File: src/rtl/input_reader_pkg.sv
// rtl/input_reader_pkg.sv - shared types and constants for the front-panel input reader
package input_reader_pkg;

   localparam int VALUE_W = 32;

   typedef enum logic [1:0] {
      IDLE,
      PRESS_WAIT,
      PRESSED,
      RELEASE_WAIT
   } btn_state_t;

endpackage

File: src/rtl/input_sync2.sv
// rtl/input_sync2.sv - parameterized-width two-flop synchronizer for asynchronous inputs
module input_sync2 #(
   parameter int WIDTH = 1
) (
   input  logic             CLK,
   input  logic             RST,
   input  logic [WIDTH-1:0] d,
   output logic [WIDTH-1:0] q
);

   logic [WIDTH-1:0] meta;

   always_ff @(posedge CLK or negedge RST) begin
      if (!RST) begin
         meta <= '0;
         q    <= '0;
      end else begin
         meta <= d;
         q    <= meta;
      end
   end

endmodule

File: src/rtl/input_reader.sv
// rtl/input_reader.sv - debounced switch/button reader delivering a captured word with a press strobe
module input_reader
   import input_reader_pkg::*;
#(
   parameter int WIDTH     = 8,
   parameter int DB_CYCLES = 50000,
   parameter int CNT_W     = 16
) (
   input  logic               CLK,
   input  logic               RST,
   input  logic [WIDTH-1:0]   sw_in,
   input  logic               btn_in,
   input  logic               value_ready,
   output logic               enable,
   output logic [VALUE_W-1:0] value,
   output logic               value_valid,
   output logic               overflow,
   output logic [WIDTH-1:0]   sw_db
);

   localparam logic [CNT_W-1:0] DB_MAX = CNT_W'(DB_CYCLES - 1);

   logic [WIDTH-1:0] sw_sync;
   logic             btn_sync;
   logic [WIDTH-1:0] sw_last;
   logic [CNT_W-1:0] sw_cnt;

   btn_state_t       state;
   btn_state_t       state_next;
   logic [CNT_W-1:0] btn_cnt;
   logic [CNT_W-1:0] btn_cnt_next;
   logic             press;

   input_sync2 #(.WIDTH(WIDTH)) u_sw_sync (
      .CLK (CLK),
      .RST (RST),
      .d   (sw_in),
      .q   (sw_sync)
   );

   input_sync2 #(.WIDTH(1)) u_btn_sync (
      .CLK (CLK),
      .RST (RST),
      .d   (btn_in),
      .q   (btn_sync)
   );

   // Switch debounce: the counter saturates so a long-stable bus keeps reloading the same level.
   always_ff @(posedge CLK or negedge RST) begin
      if (!RST) begin
         sw_last <= '0;
         sw_cnt  <= '0;
         sw_db   <= '0;
      end else begin
         sw_last <= sw_sync;
         if (sw_sync != sw_last) begin
            sw_cnt <= '0;
         end else if (sw_cnt != DB_MAX) begin
            sw_cnt <= sw_cnt + CNT_W'(1);
         end
         if (sw_cnt == DB_MAX) begin
            sw_db <= sw_last;
         end
      end
   end

   always_ff @(posedge CLK or negedge RST) begin
      if (!RST) begin
         state   <= IDLE;
         btn_cnt <= '0;
      end else begin
         state   <= state_next;
         btn_cnt <= btn_cnt_next;
      end
   end

   always_comb begin
      state_next   = state;
      btn_cnt_next = btn_cnt;
      press        = 1'b0;
      case (state)
         IDLE: begin
            if (btn_sync) begin
               state_next = PRESS_WAIT;
            end
         end
         PRESS_WAIT: begin
            if (!btn_sync) begin
               state_next = IDLE;
            end else if (btn_cnt == DB_MAX) begin
               state_next = PRESSED;
               press      = 1'b1;
            end else begin
               btn_cnt_next = btn_cnt + CNT_W'(1);
            end
         end
         PRESSED: begin
            if (!btn_sync) begin
               state_next = RELEASE_WAIT;
            end
         end
         RELEASE_WAIT: begin
            // Returning high here is release bounce, so no new strobe.
            if (btn_sync) begin
               state_next = PRESSED;
            end else if (btn_cnt == DB_MAX) begin
               state_next = IDLE;
            end else begin
               btn_cnt_next = btn_cnt + CNT_W'(1);
            end
         end
         default: begin
            state_next = IDLE;
         end
      endcase
      if (state_next != state) begin
         btn_cnt_next = '0;
      end
   end

   // A capture coinciding with value_ready wins over the consume.
   always_ff @(posedge CLK or negedge RST) begin
      if (!RST) begin
         enable      <= 1'b0;
         value       <= '0;
         value_valid <= 1'b0;
         overflow    <= 1'b0;
      end else begin
         enable <= press;
         if (press) begin
            if (!value_valid || value_ready) begin
               value       <= VALUE_W'(sw_db);
               value_valid <= 1'b1;
            end else begin
               overflow <= 1'b1;
            end
         end else if (value_valid && value_ready) begin
            value_valid <= 1'b0;
         end
      end
   end

endmodule

File: config.mk
export PLATFORM = sky130hd
export DESIGN_NAME = input_reader
export DESIGN_NICKNAME = d
export VERILOG_FILES = /design/src/rtl/input_reader_pkg.sv /design/src/rtl/input_sync2.sv /design/src/rtl/input_reader.sv
export SDC_FILE = /design/constraint.sdc
export NUM_CORES = 1
export LEC_CHECK = 0
export BUFFER_PORTS_ARGS = -buffer_cell sky130_fd_sc_hd__buf_2
export CAP_MARGIN = 20
export CELL_PAD_IN_SITES_DETAIL_PLACEMENT = 0
export CELL_PAD_IN_SITES_GLOBAL_PLACEMENT = 1
export CORE_MARGIN = 2
export CORE_UTILIZATION = 45
export DETAILED_ROUTE_END_ITERATION = 8
export PLACE_DENSITY = 0.85
export SLEW_MARGIN = 25
export SYNTH_ARGS = -nofsm -noshare
export SYNTH_HDL_FRONTEND = slang
export SYNTH_SLANG_ARGS = --single-unit
File: constraint.sdc
create_clock -name CLK -period 3.65 [get_ports CLK]
set_clock_uncertainty 0.1 [all_clocks]
set_input_delay 0.365 -clock CLK [delete_from_list [all_inputs] [get_ports CLK]]
set_output_delay 0.365 -clock CLK [all_outputs]
set_load 0.01 [all_outputs]
Word-level counts from Yosys, hierarchy flattened
Index checks and enable logic that the tools add are counted.
- bitwise operators: 1
- mux-type cells: 20
- reduce and logical (&&, ||, !) cells: 11
- divide/modulo/power cells: 0
- shift operators: 0
- order comparisons: 0
- multipliers: 0
- $add $sub $neg: 2
- equal/unequal tests: 11
- operator list (cell ; count):
    $mux 16 ; 6
    $add 16x1->16 const B ; 2
    $eq 16x16->1 const B ; 2
    $pmux 16 s2 ; 1
    $ne 16x16->1 const B ; 1
    $mux 2 ; 6
    $ne 8x8->1 ; 1
    $pmux 2 s4 ; 1
    $mux 1 ; 6
    $reduce_and 2->1 ; 3
    $eq 2x2->1 const B ; 2
    $reduce_bool 2->1 ; 2
    $ne 3x2->1 const B ; 1
    $ne 3x3->1 const B ; 1
    $reduce_and 3->1 ; 1
    $reduce_bool 3->1 ; 1
    $eq 2x1->1 const B ; 1
    $logic_not 2->1 ; 1
    $ne 2x1->1 const B ; 1
    $ne 2x2->1 ; 1
    $logic_and 1x1->1 ; 1
    $logic_not 1->1 ; 1
    $logic_or 1x1->1 ; 1
    $not 1->1 ; 1
- memories kept: 0
- word-level logic and storage cells: 58
- latch bits: 0
- output and inout port bits: 43
- memory bits (writable): 0
- bits in read-only memories: 0
- register bits after elaboration: 79
- bits of input ports: 12

Longest topological paths before layout
Gate-level depths: netlist (run 1).
- word-level depth: 7
- gate-level depth with buffers: 7
- mapped depth without buffers: 5

Modules after synthesis
Synthesis (run 1) repeated with hierarchy kept, for this count alone.
- cell total of the unflattened synthesis: 287
- area, all modules: 3468.3 sq um
- modules (own cells, without submodules) (module ; sequential area each (sq um) ; cells each ; instances ; area an instance (sq um)):
    input_reader ; 1526.5 ; 269 ; 1 ; 3017.9
    input_sync2 at u_sw_sync ; 400.4 ; 16 ; 1 ; 400.4
    input_sync2 at u_btn_sync ; 50.0 ; 2 ; 1 ; 50.0

Least setup slack after synthesis (run 1)
Ideal clock, no wire load.
- kind: reg2reg
- from: register btn_cnt[4]
- to: register value[0]
- stages on the path, launching flop included: 7
- data required time: 3.425 ns
- library setup time: 0.125 ns
- period minus slack after synthesis: 2.670 ns
- buffers on the path: 2
- arrival: 2.445 ns
- slack: 0.980 ns
- cell sequence: dfrtp_1 > or4_1 > or4_1 > buf_2 > or4b_4 > buf_6 > mux2_4
- word-level cells in the longest chain between the ends: 5
- ends and longest elaborated chain (what ; RTL line ; text):
    from (decl) ; input_reader.sv:30 ; logic [CNT_W-1:0] btn_cnt;
    from (signal assigned) ; input_reader.sv:73 ; btn_cnt <= btn_cnt_next;
    $eq 16x16->1 ; input_reader.sv:90 ; end else if (btn_cnt == DB_MAX) begin
    $mux 1 ; input_reader.sv:90 ;
    $mux 1 ; input_reader.sv:88 ; if (!btn_sync) begin
    $mux 1 ; input_reader.sv:81 ; case (state)
    $reduce_and 2->1 (no source line) ; n/a ;
    to (signal assigned) ; input_reader.sv:132 ; value <= VALUE_W'(sw_db);
    to (decl) ; input_reader.sv:15 ; output logic [VALUE_W-1:0] value,
Every way passes these cells.
A chain may end at the register's enable or synchronous reset.

Final worst setup path (run 1)
Ends and elaborated chain as after synthesis.

==> results.md, run 1 <==
- Result of the run: finished, final reports clean
- Endpoint type of the worst setup path: flip-flop
- Power per Cell Area: 446 nW/um2
- Hold path start: sw_in[1]
- Synth top area cells: sky130_fd_sc_hd__dfrtp_1 59%, sky130_fd_sc_hd__xor2_1 6.2%, sky130_fd_sc_hd__buf_4 5.3%
- Launch point of the worst reg-to-reg path: btn_cnt[4]
- DRC Markers: 0
- Number of rows created at floorplan: 31
- Post-layout utilization of the core: 52.9%
- Count of state elements after synthesis: 79
- Setup slack of the worst register-to-register path: 870 ps
- Number of global-route vias before repair: 2,120
- CP max FO: 8
- Relative max-transition margin: 44.9%
- End of the worst hold path: u_sw_sync.meta[1]
- Overflow left after global routing: 0
- EDFF count, synth: 0
- Final total power: 1.71 mW
- Core area: 7250 um2
- Setup-failing EPs final: 0
- Worst-case hold slack: 26.8 ps
- Ratio of final minimum period to clock period: 76.3%
- RD Place Congestion: 0.795
- Width of the die: 90.6 um
- Total Wirelength: 5.76 mm
- Cell Area, Placed: 3520 um2
- Total Negative Setup Slacks: 0 ps
- Setup repair after global routing missed its margin: false
- MaxCap Viol Count: 0
- Worst min-delay path category: primary input to flip-flop
- Top-Level Pins: 55
- CTS H-tree lvls: 3
- Antenna Nets Post-Route: 0
- Cell with the largest stage delay on the worst path: sky130_fd_sc_hd__or4b_4
- Diodes inserted: 0
- Hold Crit Depth: 1
- CTS clk-pin slew, worst paths: 100 ps
- DRC marker count from the first detailed-route iteration: 61
- Root cell of the clock tree: sky130_fd_sc_hd__clkbuf_8
- Total track usage: 15.0%
- Count of warnings emitted by yosys: 0
- Logic depth of the worst register-to-register path: 4
- Post-detailed-placement half-perimeter wirelength: 3.91 mm
- Initial Utilization: 46.5%
- Number of buffers between clock root and the deepest sink: 2
- Post-Syn Instances: 278
- Maximum number of pins on one net before global-route repair: 80
- Most common cell on crit path: sky130_fd_sc_hd__or4_1
- Peak supply drop: 197 uV
- Sequential-to-total area share from yosys stat: 58.6%
- Final nets: 332
- Cell chain of the critical path: or4_1 > or4_1 > or4b_4 > mux2_4
- TritonCTS clock tree: built
- Cell accounting for the most synthesized area: sky130_fd_sc_hd__dfrtp_1
- Post-synth cell types: 46
- Insertion delay of the later-clocked pin in the worst-skew pair: 350 ps
- Area of the mapped netlist: 3370 um2
- Post-CTS setup buffer count: 0
- Stage delay of the slowest cell on the critical path: 640 ps
- Area Overhead vs Synth: 13.8%
- Number of hold buffers added after CTS: 4
- Primary FF master, synth: sky130_fd_sc_hd__dfrtp_1
- Nature of the critical path startpoint: flip-flop
- Number of pins exceeding their max-slew limit in the final report: 0
- Leakage power: 1.84 nW
- Full die area: 8200 um2
- Vias after detailed routing: 2,142
- Type of the worst setup path: flip-flop to flip-flop
- Num Clock Sinks: 79
- Data arrival time of the critical path: 2920 ps
- Fraction of synthesized cell area taken by the top area cell type: 58.6%
- Routed length per instance: 13.6 um
- Number of iterations in the first detailed-routing pass: 4
- Number of hold violations in the final report: 0
- Vert. Die Dim: 90.6 um
- Worst Max-Slew Pin Slew: 823 ps
- Number of buffers created by CTS: 9
- Routed via count divided by cell count: 5.08
- Share of async-settable or async-resettable flops after synthesis: 100%
- Period minus WS final: 2780 ps
- Initial antenna violation count: 0
- Wire length of the first global-routing pass: 9.87 mm
- Number of gates resized after CTS: 0
- Worst reg2reg endpoint: value[0]
- Required time of the critical path: 3780 ps
- Average footprint of a synthesized cell: 12.1 um2
- Cell area after layout: 3840 um2
- Fraction of layout cells with a size suffix above 1: 21.4%
- Count of input and output buffers: 30
- FMAX: 0.359 GHz
## metal layers
| layer | part of all wire [%] | wire [um] | up-vias | GRT usage [%] |
|---|---|---|---|---|
| met5 | 0 | 0 | - | 0 |
| met4 | 2.0 | 113 | 0 | 7.18 |
| met3 | 3.4 | 195 | 12 | 3.42 |
| met2 | 50 | 2870 | 47 | 24.8 |
| met1 | 45 | 2570 | 1074 | 18.7 |
| li1 | - | - | 1009 | - |
## Yosys cell counts (3+ instances only)
library cell               count
sky130_fd_sc_hd__mux2_2        8
sky130_fd_sc_hd__and2_1        3
sky130_fd_sc_hd__nand3_1       3
sky130_fd_sc_hd__or3_1         6
sky130_fd_sc_hd__dfrtp_1      79
sky130_fd_sc_hd__or4_1         5
sky130_fd_sc_hd__nor2_1       21
sky130_fd_sc_hd__a21oi_1      10
sky130_fd_sc_hd__nand2_1      11
sky130_fd_sc_hd__xor2_1       24
sky130_fd_sc_hd__inv_1         3
sky130_fd_sc_hd__and3_1        6
sky130_fd_sc_hd__nand4_1      10
sky130_fd_sc_hd__clkbuf_1      6
sky130_fd_sc_hd__buf_4        24
sky130_fd_sc_hd__o211ai_1      3
sky130_fd_sc_hd__xnor2_1       3
sky130_fd_sc_hd__mux2_4        8
sky130_fd_sc_hd__o31ai_1       3
sky130_fd_sc_hd__o21ai_0      10
## power by group
| part | internal (mW) | switching [mW] |
|---|---|---|
| Combinational | 0.0193 | 0.0408 |
| Sequential | 0.892 | 0.0120 |
| Clock | 0.401 | 0.347 |
## final cells by class
| class | count | area (um2) |
|---|---|---|
| clock inverter | 7 | 109 |
| tap | 99 | 124 |
| timing repair buffer | 39 | 244 |
| clock buffer | 9 | 124 |
| sequential | 79 | 1980 |
| fill | 625 | 3420 |
| multi-input combinational | 186 | 1250 |
| inverter | 3 | 11.3 |
## state kept, by name (all words and copies together) (netlist names)
| signal | count |
|---|---|
| btn_cnt | 16 |
| enable | 1 |
| overflow | 1 |
| state | 2 |
| sw_cnt | 16 |
| sw_db | 8 |
| sw_last | 8 |
| u_btn_sync.meta | 1 |
| u_btn_sync.q | 1 |
| u_sw_sync.meta | 8 |
| u_sw_sync.q | 8 |
| value | 8 |
| value_valid | 1 |
## placed cells by master (no fill, tap or decap), types with 9 or more instances in the layout
cell	count
sky130_fd_sc_hd__dfrtp_1	79
sky130_fd_sc_hd__buf_2	29
sky130_fd_sc_hd__xor2_1	24
sky130_fd_sc_hd__conb_1	24
sky130_fd_sc_hd__nor2_1	21
sky130_fd_sc_hd__nand2_1	11
sky130_fd_sc_hd__nand4_1	10
sky130_fd_sc_hd__o21ai_0	10
sky130_fd_sc_hd__a21oi_1	10
sky130_fd_sc_hd__clkbuf_8	9
## stage by stage
stage / std cells / worst slack [ps]
3_5_place_dp: 398 / 882
4_1_cts: 418 / 859
3_3_place_gp: 398 / 922
6_report: 422 / 866
2_1_floorplan: 301 / 980
5_1_grt: 422 / 789
## worst max-delay path by stage
stage / from / endpoint / depth (start not counted)
finish: btn_cnt[4] / value[0] / 4
global route: btn_cnt[4] / value[1] / 4
CTS: btn_cnt[4] / value[0] / 4
detailed placement: btn_cnt[11] / value[4] / 4
global placement: btn_cnt[11] / value[0] / 4
floorplan: btn_cnt[4] / value[0] / 6
## worst max-delay path, delay by kind of cell, from the launching register on
kind | cells | cell delay (ps)
simple gates | 3 | 1800
flops | 1 | 430
mux | 1 | 330
## cell families (layout without fill, tap and decap cells)
logic type | after synthesis | in the layout | share of synthesized area (%)
and+or+nand+nor | 82 | 82 | 14.0
DFF | 79 | 79 | 58.6
buffers and inverters | 36 | 58 | 6.94
AOI/OAI and AO/OA | 34 | 34 | 6.05
xor gates and xnor gates | 27 | 27 | 7.01
muxes | 17 | 17 | 6.53
adders and majority gates | 2 | 2 | 0.742
other | 1 | 24 | 0.111
Power figures use the tool's default switching activity.
==> run 2: changes to the inputs <==
--- a/config.mk
+++ b/config.mk
@@ -5,14 +5,15 @@
 export SDC_FILE = /design/constraint.sdc
 export NUM_CORES = 1
 export LEC_CHECK = 0
+export ABC_AREA = 1
 export BUFFER_PORTS_ARGS = -buffer_cell sky130_fd_sc_hd__buf_2
 export CAP_MARGIN = 20
 export CELL_PAD_IN_SITES_DETAIL_PLACEMENT = 0
 export CELL_PAD_IN_SITES_GLOBAL_PLACEMENT = 1
 export CORE_MARGIN = 2
-export CORE_UTILIZATION = 45
+export CORE_UTILIZATION = 38
 export DETAILED_ROUTE_END_ITERATION = 8
-export PLACE_DENSITY = 0.85
+export PLACE_DENSITY = 0.81
 export SLEW_MARGIN = 25
 export SYNTH_ARGS = -nofsm -noshare
 export SYNTH_HDL_FRONTEND = slang
==> constraint.sdc (replaced) <==
create_clock -name CLK -period 2.3 [get_ports CLK]
set_clock_uncertainty 0.1 [all_clocks]
set_input_delay 0.23 -clock CLK [delete_from_list [all_inputs] [get_ports CLK]]
set_output_delay 0.23 -clock CLK [all_outputs]
set_load 0.01 [all_outputs]
==> run 2 against run 1 <==
Against the previous run: via count rose by 34%; sequential share of layout area is 5.7 points lower; combinational power up 110%; die area increased by 31%; flip-flop and latch count did not move; global-route usage shrank 0.64 points; design area grew 12%; power is 61% higher; critical path depth is 4 higher; setup slack worse by 440 ps; maximum frequency is 48% higher; critical path type unchanged; largest cell class unchanged; highest routed layer unchanged.
==> results.md, run 2 <==
- Result of the run: finished, final reports clean
- CTS clk-pin slew, worst paths: 90 ps (about the same)
- Count of input and output buffers: 30 (unchanged)
- Post-layout utilization of the core: 44.5% (-8.4 points)
- Area of the mapped netlist: 3760 um2 (+12%)
- Full die area: 10,700 um2 (+31%)
- Mux contribution to synthesized area: 0% (-6.5 points)
- Initial Utilization: 38.8% (-7.7 points)
- DRC Markers: 0 (unchanged)
- Core area: 9680 um2 (+34%)
- Post-Syn Instances: 451 (+62%)
- Ratio of final minimum period to clock period: 81.5% (+5.3 points)
- Overflow left after global routing: 0 (unchanged)
- Count of state elements after synthesis: 79 (unchanged)
- Worst min-delay path category: flip-flop to flip-flop
- Number of rows created at floorplan: 36 (+16%)
- Post-Place Cells: 611 (+54%)
- Adder and majority gate portion of the synthesized area: 0.665% (-0.077 points)
- Count of warnings emitted by yosys: 0 (unchanged)
- Cell area after layout: 4310 um2 (+12%)
- Area of the multi-input gates: 1430 um2 (+14%)
- Count leader, synth: sky130_fd_sc_hd__nand2_1
- Num Clock Sinks: 79 (unchanged)
- Post-CTS setup buffer count: 0 (unchanged)
- Relative max-transition margin: 65.1% (+20 points)
- Insertion delay of the later-clocked pin in the worst-skew pair: 360 ps (about the same)
- Data arrival time of the critical path: 2020 ps (-900 ps)
- Synthesized-area fraction occupied by xor and xnor cells: 2.33% (-4.7 points)
- Fraction of layout cells with a size suffix above 1: 13.3% (-8.1 points)
- Hold path start: u_sw_sync.meta[4]
- Start point of the critical path: btn_cnt[0]
- Routed via count divided by cell count: 4.49 (-11%)
- Most frequent cells in the layout: 120 x sky130_fd_sc_hd__nand2_1, 79 x sky130_fd_sc_hd__dfrtp_1, 59 x sky130_fd_sc_hd__inv_1, 59 x sky130_fd_sc_hd__nor2_1, 29 x sky130_fd_sc_hd__buf_2
- Required time of the critical path: 2440 ps (-1340 ps)
- Post-synth cell types: 29 (-37%)
- GR Util met3: 3.76% (+0.34 points)
- Fraction of synthesized cell area taken by the top area cell type: 52.6% (-6.1 points)
- Fill cell count: 987 (+58%)
- Share of async-settable or async-resettable flops after synthesis: 100% (unchanged)
- Number of hold violations in the final report: 0 (unchanged)
- Vert. Die Dim: 103 um (+14%)
- Most common library cell in the layout ignoring fill and taps: sky130_fd_sc_hd__nand2_1
- Final cell count without fillers: 637 (+51%)
- Number of iterations in the first detailed-routing pass: 4 (unchanged)
- Worst Max-Slew Pin Slew: 523 ps (-300 ps)
- Dominant combinational cell family by area after synthesis: simple AND/OR/NAND/NOR gates
- Final total power: 2.76 mW (+61%)
- Wire length of the first global-routing pass: 11.8 mm (+20%)
- Cell Area, Placed: 3980 um2 (+13%)
- Diodes inserted: 0 (unchanged)
- Number of buffers between clock root and the deepest sink: 2 (unchanged)
- EDFF count, synth: 0 (unchanged)
- Routing usage on met1: 18.3% (-0.36 points)
- Endpoint type of the worst setup path: flip-flop
- Setup repair after global routing missed its margin: false
- Met2 layer usage reported by global route: 23.5% (-1.2 points)
- Cell accounting for the most synthesized area: sky130_fd_sc_hd__dfrtp_1
- Root cell of the clock tree: sky130_fd_sc_hd__clkbuf_8
- GRT busiest layer: met2
- Total track usage: 14.4% (-0.64 points)
- FMAX: 0.533 GHz (+48%)
- MaxCap Viol Count: 0 (unchanged)
- TritonCTS clock tree: built
- Period minus WS final: 1880 ps (-909 ps)
- Width of the die: 103 um (+14%)
- Antenna Nets Post-Route: 0 (unchanged)
- Launch point of the worst reg-to-reg path: btn_cnt[0]
- Area Overhead vs Synth: 14.7%
- Synth top area cells: sky130_fd_sc_hd__dfrtp_1 53%, sky130_fd_sc_hd__nand2_1 12%, sky130_fd_sc_hd__inv_1 5.9%
- Setup slack of the critical path after layout: 425 ps (-441 ps)
- Top-Level Pins: 55 (unchanged)
- Primary FF master, synth: sky130_fd_sc_hd__dfrtp_1
- DRC marker count from the first detailed-route iteration: 158 (+160%)
- Initial antenna violation count: 0 (unchanged)
- Worst-case hold slack: 254 ps (+227 ps)
- Maximum number of pins on one net before global-route repair: 43 (-46%)
- Average footprint of a synthesized cell: 8.34 um2 (-31%)
- Total Negative Setup Slacks: 0 ps (unchanged)
- Share of the synthesized area in compound gates (AO/OA/AOI/OAI): 4.69% (-1.4 points)
- Simple-gate area share of the yosys netlist: 27.9% (+14 points)
- Sequential-to-total area share from yosys stat: 52.6% (-6.1 points)
- Number of buffers created by CTS: 9 (unchanged)
- Peak supply drop: 484 uV (+150%)
- Vias after detailed routing: 2,863 (+34%)
- Setup-failing EPs final: 0 (unchanged)
- Routed length per instance: 11.1 um (-19%)
- Leakage power: 2.18 nW (+18%)
- Post-detailed-placement half-perimeter wirelength: 5.07 mm (+30%)
- CTS H-tree lvls: 3 (unchanged)
- Type of the worst setup path: flip-flop to flip-flop
- Power per Cell Area: 640 nW/um2 (+44%)
- Total Wirelength: 7.08 mm (+23%)
- Number of pins exceeding their max-slew limit in the final report: 0 (unchanged)
- Number of global-route vias before repair: 2,673 (+26%)
- RD Place Congestion: 0.877 (+10%)
- Sequential cell area in the final layout: 1980 um2 (unchanged)
- CP max FO: 8 (unchanged)
- Largest regs: btn_cnt: 16 flops, sw_cnt: 16 flops
- Nature of the critical path startpoint: flip-flop
- Worst slack at placement: 465 ps (-416 ps)
- Most numerous cell types in the synthesized netlist: 120 x sky130_fd_sc_hd__nand2_1, 79 x sky130_fd_sc_hd__dfrtp_1, 59 x sky130_fd_sc_hd__inv_1, 59 x sky130_fd_sc_hd__nor2_1, 25 x sky130_fd_sc_hd__buf_4
- Final nets: 513 (+55%)
==> run 2: cell type report <==
type / instances / share of cell area [%]
clock buffers: 9 / 2.87
clock inverters: 7 / 2.52
inverters: 61 / 5.31
multi-input cells: 306 / 33.1
flip-flops and latches: 79 / 45.8
well taps: 133 / 3.86
repair buffers: 42 / 6.50
==> run 2: per-layer routing <==
| metal | wire, um | part of all wire [%] |
|---|---|---|
| met5 | 0 | 0 |
| met2 | 3440 | 49 |
| met4 | 85 | 1.2 |
| met1 | 3330 | 47 |
| met3 | 222 | 3.1 |
==> run 2: kinds of logic (layout without fill, tap and decap cells) <==
group,after synthesis,count (layout)
AOI/OAI and AO/OA,29,29
xor gates and xnor gates,10,10
adders and majority gates,2,2
buffers and inverters,89,119
DFF,79,79
other,1,24
and+or+nand+nor,241,241
==> run 2: power by group <==
group          internal (mW)  leakage [nW]  switching [mW]  total [mW]
Clock                  0.636         0.118           0.565        1.20
Sequential              1.41          1.04          0.0179        1.43
Combinational         0.0414          1.02          0.0869       0.128
Total                   2.09          2.18           0.670        2.76
==> run 2: path summary, 6_finish.rpt <==
kind / slack, ps / endpoint / cells past startpoint
worst max-delay path: 420 / value[7] / 8
worst min-delay path: 250 / u_sw_sync.q[4] / 0
worst max register to register: 420 / value[7] / 8
worst min register to register: 250 / u_sw_sync.q[4] / 0
max in group asynchronous: 1220 / sw_cnt[15] / 3
min in group asynchronous: 290 / sw_cnt[10] / 2
==> run 2: repair_timing <==
item / 4_1_cts / 5_1_grt
resized for setup: 0 / 0
hold endpoints to repair: 46 / 0
hold buffers: 10 / 0
==> run 2: worst max-delay path: stages (launching register included) <==
cell and delay (ps):
sky130_fd_sc_hd__dfrtp_1 390, sky130_fd_sc_hd__ha_1 200, sky130_fd_sc_hd__inv_1 50, sky130_fd_sc_hd__nor2_1 220, sky130_fd_sc_hd__nand2_1 100, sky130_fd_sc_hd__nor2_2 300, sky130_fd_sc_hd__nand3_2 230, sky130_fd_sc_hd__nand2_1 120
sky130_fd_sc_hd__nand2_1 60
==> run 3: changes to the inputs <==
--- a/config.mk
+++ b/config.mk
@@ -5,15 +5,15 @@
 export SDC_FILE = /design/constraint.sdc
 export NUM_CORES = 1
 export LEC_CHECK = 0
-export ABC_AREA = 1
+export ABC_AREA = 0
 export BUFFER_PORTS_ARGS = -buffer_cell sky130_fd_sc_hd__buf_2
 export CAP_MARGIN = 20
 export CELL_PAD_IN_SITES_DETAIL_PLACEMENT = 0
 export CELL_PAD_IN_SITES_GLOBAL_PLACEMENT = 1
 export CORE_MARGIN = 2
-export CORE_UTILIZATION = 38
+export CORE_UTILIZATION = 45
 export DETAILED_ROUTE_END_ITERATION = 8
-export PLACE_DENSITY = 0.81
+export PLACE_DENSITY = 0.85
 export SLEW_MARGIN = 25
 export SYNTH_ARGS = -nofsm -noshare
 export SYNTH_HDL_FRONTEND = slang
==> constraint.sdc (replaced) <==
create_clock -name CLK -period 1.75 [get_ports CLK]
set_clock_uncertainty 0.1 [all_clocks]
set_input_delay 0.175 -clock CLK [delete_from_list [all_inputs] [get_ports CLK]]
set_output_delay 0.175 -clock CLK [all_outputs]
set_load 0.01 [all_outputs]
==> run 3 against run 2 <==
Against the previous run: the run now ends with negative setup slack left; maximum frequency shrank 28%; clock power grew 9%; power grew 21%; wire length shrank 9.3%; final cell count shrank 26%; register-to-register slack lost 1300 ps; critical path depth shrank 4.
==> results.md, run 3 (synthesis gave the netlist of run 1 again) <==
- Result of the run: complete, but fails checks
- Violated checks: negative setup slack
- Insertion delay of the later-clocked pin in the worst-skew pair: 360 ps (about the same)
- Period minus WS final: 2600 ps (+729 ps)
- Cell with the largest stage delay on the worst path: sky130_fd_sc_hd__or4b_4
- Area of the multi-input gates: 1310 um2 (-8.0%)
- Worst min-delay path category: primary input to flip-flop
- Width of the die: 90.6 um (-12%)
- Setup repair after global routing missed its margin: true
- Number of rows created at floorplan: 31 (-14%)
- Number of buffers between clock root and the deepest sink: 2 (unchanged)
- Full die area: 8200 um2 (-23%)
- Most common cell on crit path: sky130_fd_sc_hd__or4_4
- Cell Area, Placed: 3800 um2 (-4.5%)
- Number of global-route vias before repair: 2,215 (-17%)
- Core area: 7250 um2 (-25%)
- Cell area after layout: 4250 um2 (-1.4%)
- Worst slack at placement: -825 ps (-1290 ps)
- CTS H-tree lvls: 3 (unchanged)
- Overflow left after global routing: 0 (unchanged)
- DRC marker count from the first detailed-route iteration: 84 (-47%)
- MaxCap Viol Count: 0 (unchanged)
- Vert. Die Dim: 90.6 um (-12%)
- Ratio of final minimum period to clock period: 149% (+67 points)
- Setup slack of the worst register-to-register path: -850 ps (-1280 ps)
- Most common library cell in the layout ignoring fill and taps: sky130_fd_sc_hd__dfrtp_1
- Num Clock Sinks: 79 (unchanged)
- Area Overhead vs Synth: 26.1%
- Number of hold violations in the final report: 0 (unchanged)
- Vias after detailed routing: 2,272 (-21%)
- Endpoint type of the worst setup path: flip-flop
- Final total power: 3.35 mW (+21%)
- Count of input and output buffers: 30 (unchanged)
- Number of iterations in the first detailed-routing pass: 4 (unchanged)
- Cell chain of the critical path: or4_4 > or4_4 > or4b_4 > mux2_4
- Routed length per instance: 13.7 um (+23%)
- DRC Markers: 0 (unchanged)
- Cell type group with the largest total delay on the critical path: simple AND/OR/NAND/NOR gates
- Routed via count divided by cell count: 4.84 (+7.8%)
- Setup-failing EPs final: 29 (+29)
- TritonCTS clock tree: built
- Top-Level Pins: 55 (unchanged)
- CTS clk-pin slew, worst paths: 90 ps (about the same)
- Most frequent cells in the layout: 79 x sky130_fd_sc_hd__dfrtp_1, 41 x sky130_fd_sc_hd__buf_4, 29 x sky130_fd_sc_hd__buf_2
- Root cell of the clock tree: sky130_fd_sc_hd__clkbuf_8
- Nature of the critical path startpoint: flip-flop
- Type of the worst setup path: flip-flop to flip-flop
- Diodes inserted: 0 (unchanged)
- Required time of the critical path: 1890 ps (-550 ps)
- Fill cell count: 589 (-40%)
- Setup slack of the critical path after layout: -854 ps (-1280 ps)
- Fraction of layout cells with a size suffix above 1: 34.1% (+21 points)
- Initial antenna violation count: 0 (unchanged)
- CP max FO: 8 (unchanged)
- Post-detailed-placement half-perimeter wirelength: 4.27 mm (-16%)
- Wire length of the first global-routing pass: 10.4 mm (-12%)
- Total Wirelength: 6.42 mm (-9.3%)
- Sequential cell area in the final layout: 1980 um2 (unchanged)
- Buffer and inverter count on the worst path: 0 (-1)
- Antenna Nets Post-Route: 0 (unchanged)
- Total track usage: 16.1% (+1.7 points)
- Initial Utilization: 46.5% (+7.7 points)
- Largest regs: btn_cnt: 16 flops, sw_cnt: 16 flops
- Stage delay of the slowest cell on the critical path: 610 ps (+220 ps)
- Number of buffers created by CTS: 9 (unchanged)
- Number of pins exceeding their max-slew limit in the final report: 0 (unchanged)
- Peak supply drop: 434 uV (-10%)
- RD Place Congestion: 0.837 (-4.6%)
- FMAX: 0.384 GHz (-28%)
- Final nets: 379 (-26%)
- Power per Cell Area: 787 nW/um2 (+23%)
- Leakage power: 2.08 nW (-4.6%)
- Maximum number of pins on one net before global-route repair: 43 (unchanged)
- Data arrival time of the critical path: 2750 ps (+730 ps)
-- run 3: cell types whose count changed in the layout (fill, tap and decap cells not counted), moves of 6 or more --
cell / previous run / this run
sky130_fd_sc_hd__nand2_1: 120 / 10
sky130_fd_sc_hd__inv_1: 59 / 2
sky130_fd_sc_hd__buf_4: 2 / 41
sky130_fd_sc_hd__nor2_1: 59 / 21
sky130_fd_sc_hd__nand3_1: 21 / 3
sky130_fd_sc_hd__xor2_1: 7 / 24
sky130_fd_sc_hd__nor3_1: 9 / 0
sky130_fd_sc_hd__mux2_2: 0 / 8
sky130_fd_sc_hd__mux2_4: 0 / 8
sky130_fd_sc_hd__nand4_1: 17 / 10
sky130_fd_sc_hd__or3_1: 0 / 6
-- run 3: metrics by stage --
step           utilization (%)  setup TNS [ps]  hold WS (ps)  instances
5_1_grt                   58.6          -19530          68.5        469
2_1_floorplan                -          -16320          -221        301
6_report                  58.6          -17990          64.4        469
3_5_place_dp              52.4          -15600          31.0        434
4_1_cts                   57.3          -16810          37.2        463
3_3_place_gp              52.4          -15280          27.6        434
-- run 3: path summary, 6_finish.rpt --
check / start / endpoint / cells after the start
max: btn_cnt[4] / value[0] / 4
max in group asynchronous: RST / u_sw_sync.meta[6] / 3
min in group asynchronous: RST / value_valid / 2
min reg2reg: u_sw_sync.meta[3] / u_sw_sync.q[3] / 0
min: value_ready / value_valid / 3
max reg2reg: btn_cnt[4] / value[0] / 4
-- run 3: power breakdown --
part           internal [mW]  switching (mW)  total (mW)
clock                  0.558           0.749        1.31
sequential              1.86          0.0203        1.88
combinational         0.0610          0.0992       0.160
-- run 3: cell type report --
type                            instances  area share [%]
Clock inverter                          7            1.71
Clock buffer                            9            2.91
Sequential cell                        79            46.5
Inverter                                3           0.265
Multi-Input combinational cell        186            30.9
Tap cell                               99            2.91
Timing Repair Buffer                   86            14.8
-- run 3: worst reg2reg max path: cells and delay by family, from the launching register on --
kind             cells  cell delay, ps
DFF                  1             400
and+or+nand+nor      3            1670
muxes                1             330
-- run 3: layer usage --
metal | vias up | track usage, % | wire [um]
met5 | - | 0 | 0
met4 | 0 | 4.62 | 78
met3 | 8 | 5.51 | 275
met2 | 46 | 26.0 | 3250
met1 | 1115 | 20.6 | 2820
li1 | 1103 | - | -
-- run 3: what timing repair did --
action                     in CTS  in global routing
hold buffers                   10                  0
pin swaps                       2                  5
resized for setup              11                 14
setup buffers                   2                  5
cloned                          1                  1
setup endpoints to repair      30                 40
hold endpoints to repair       46                  0
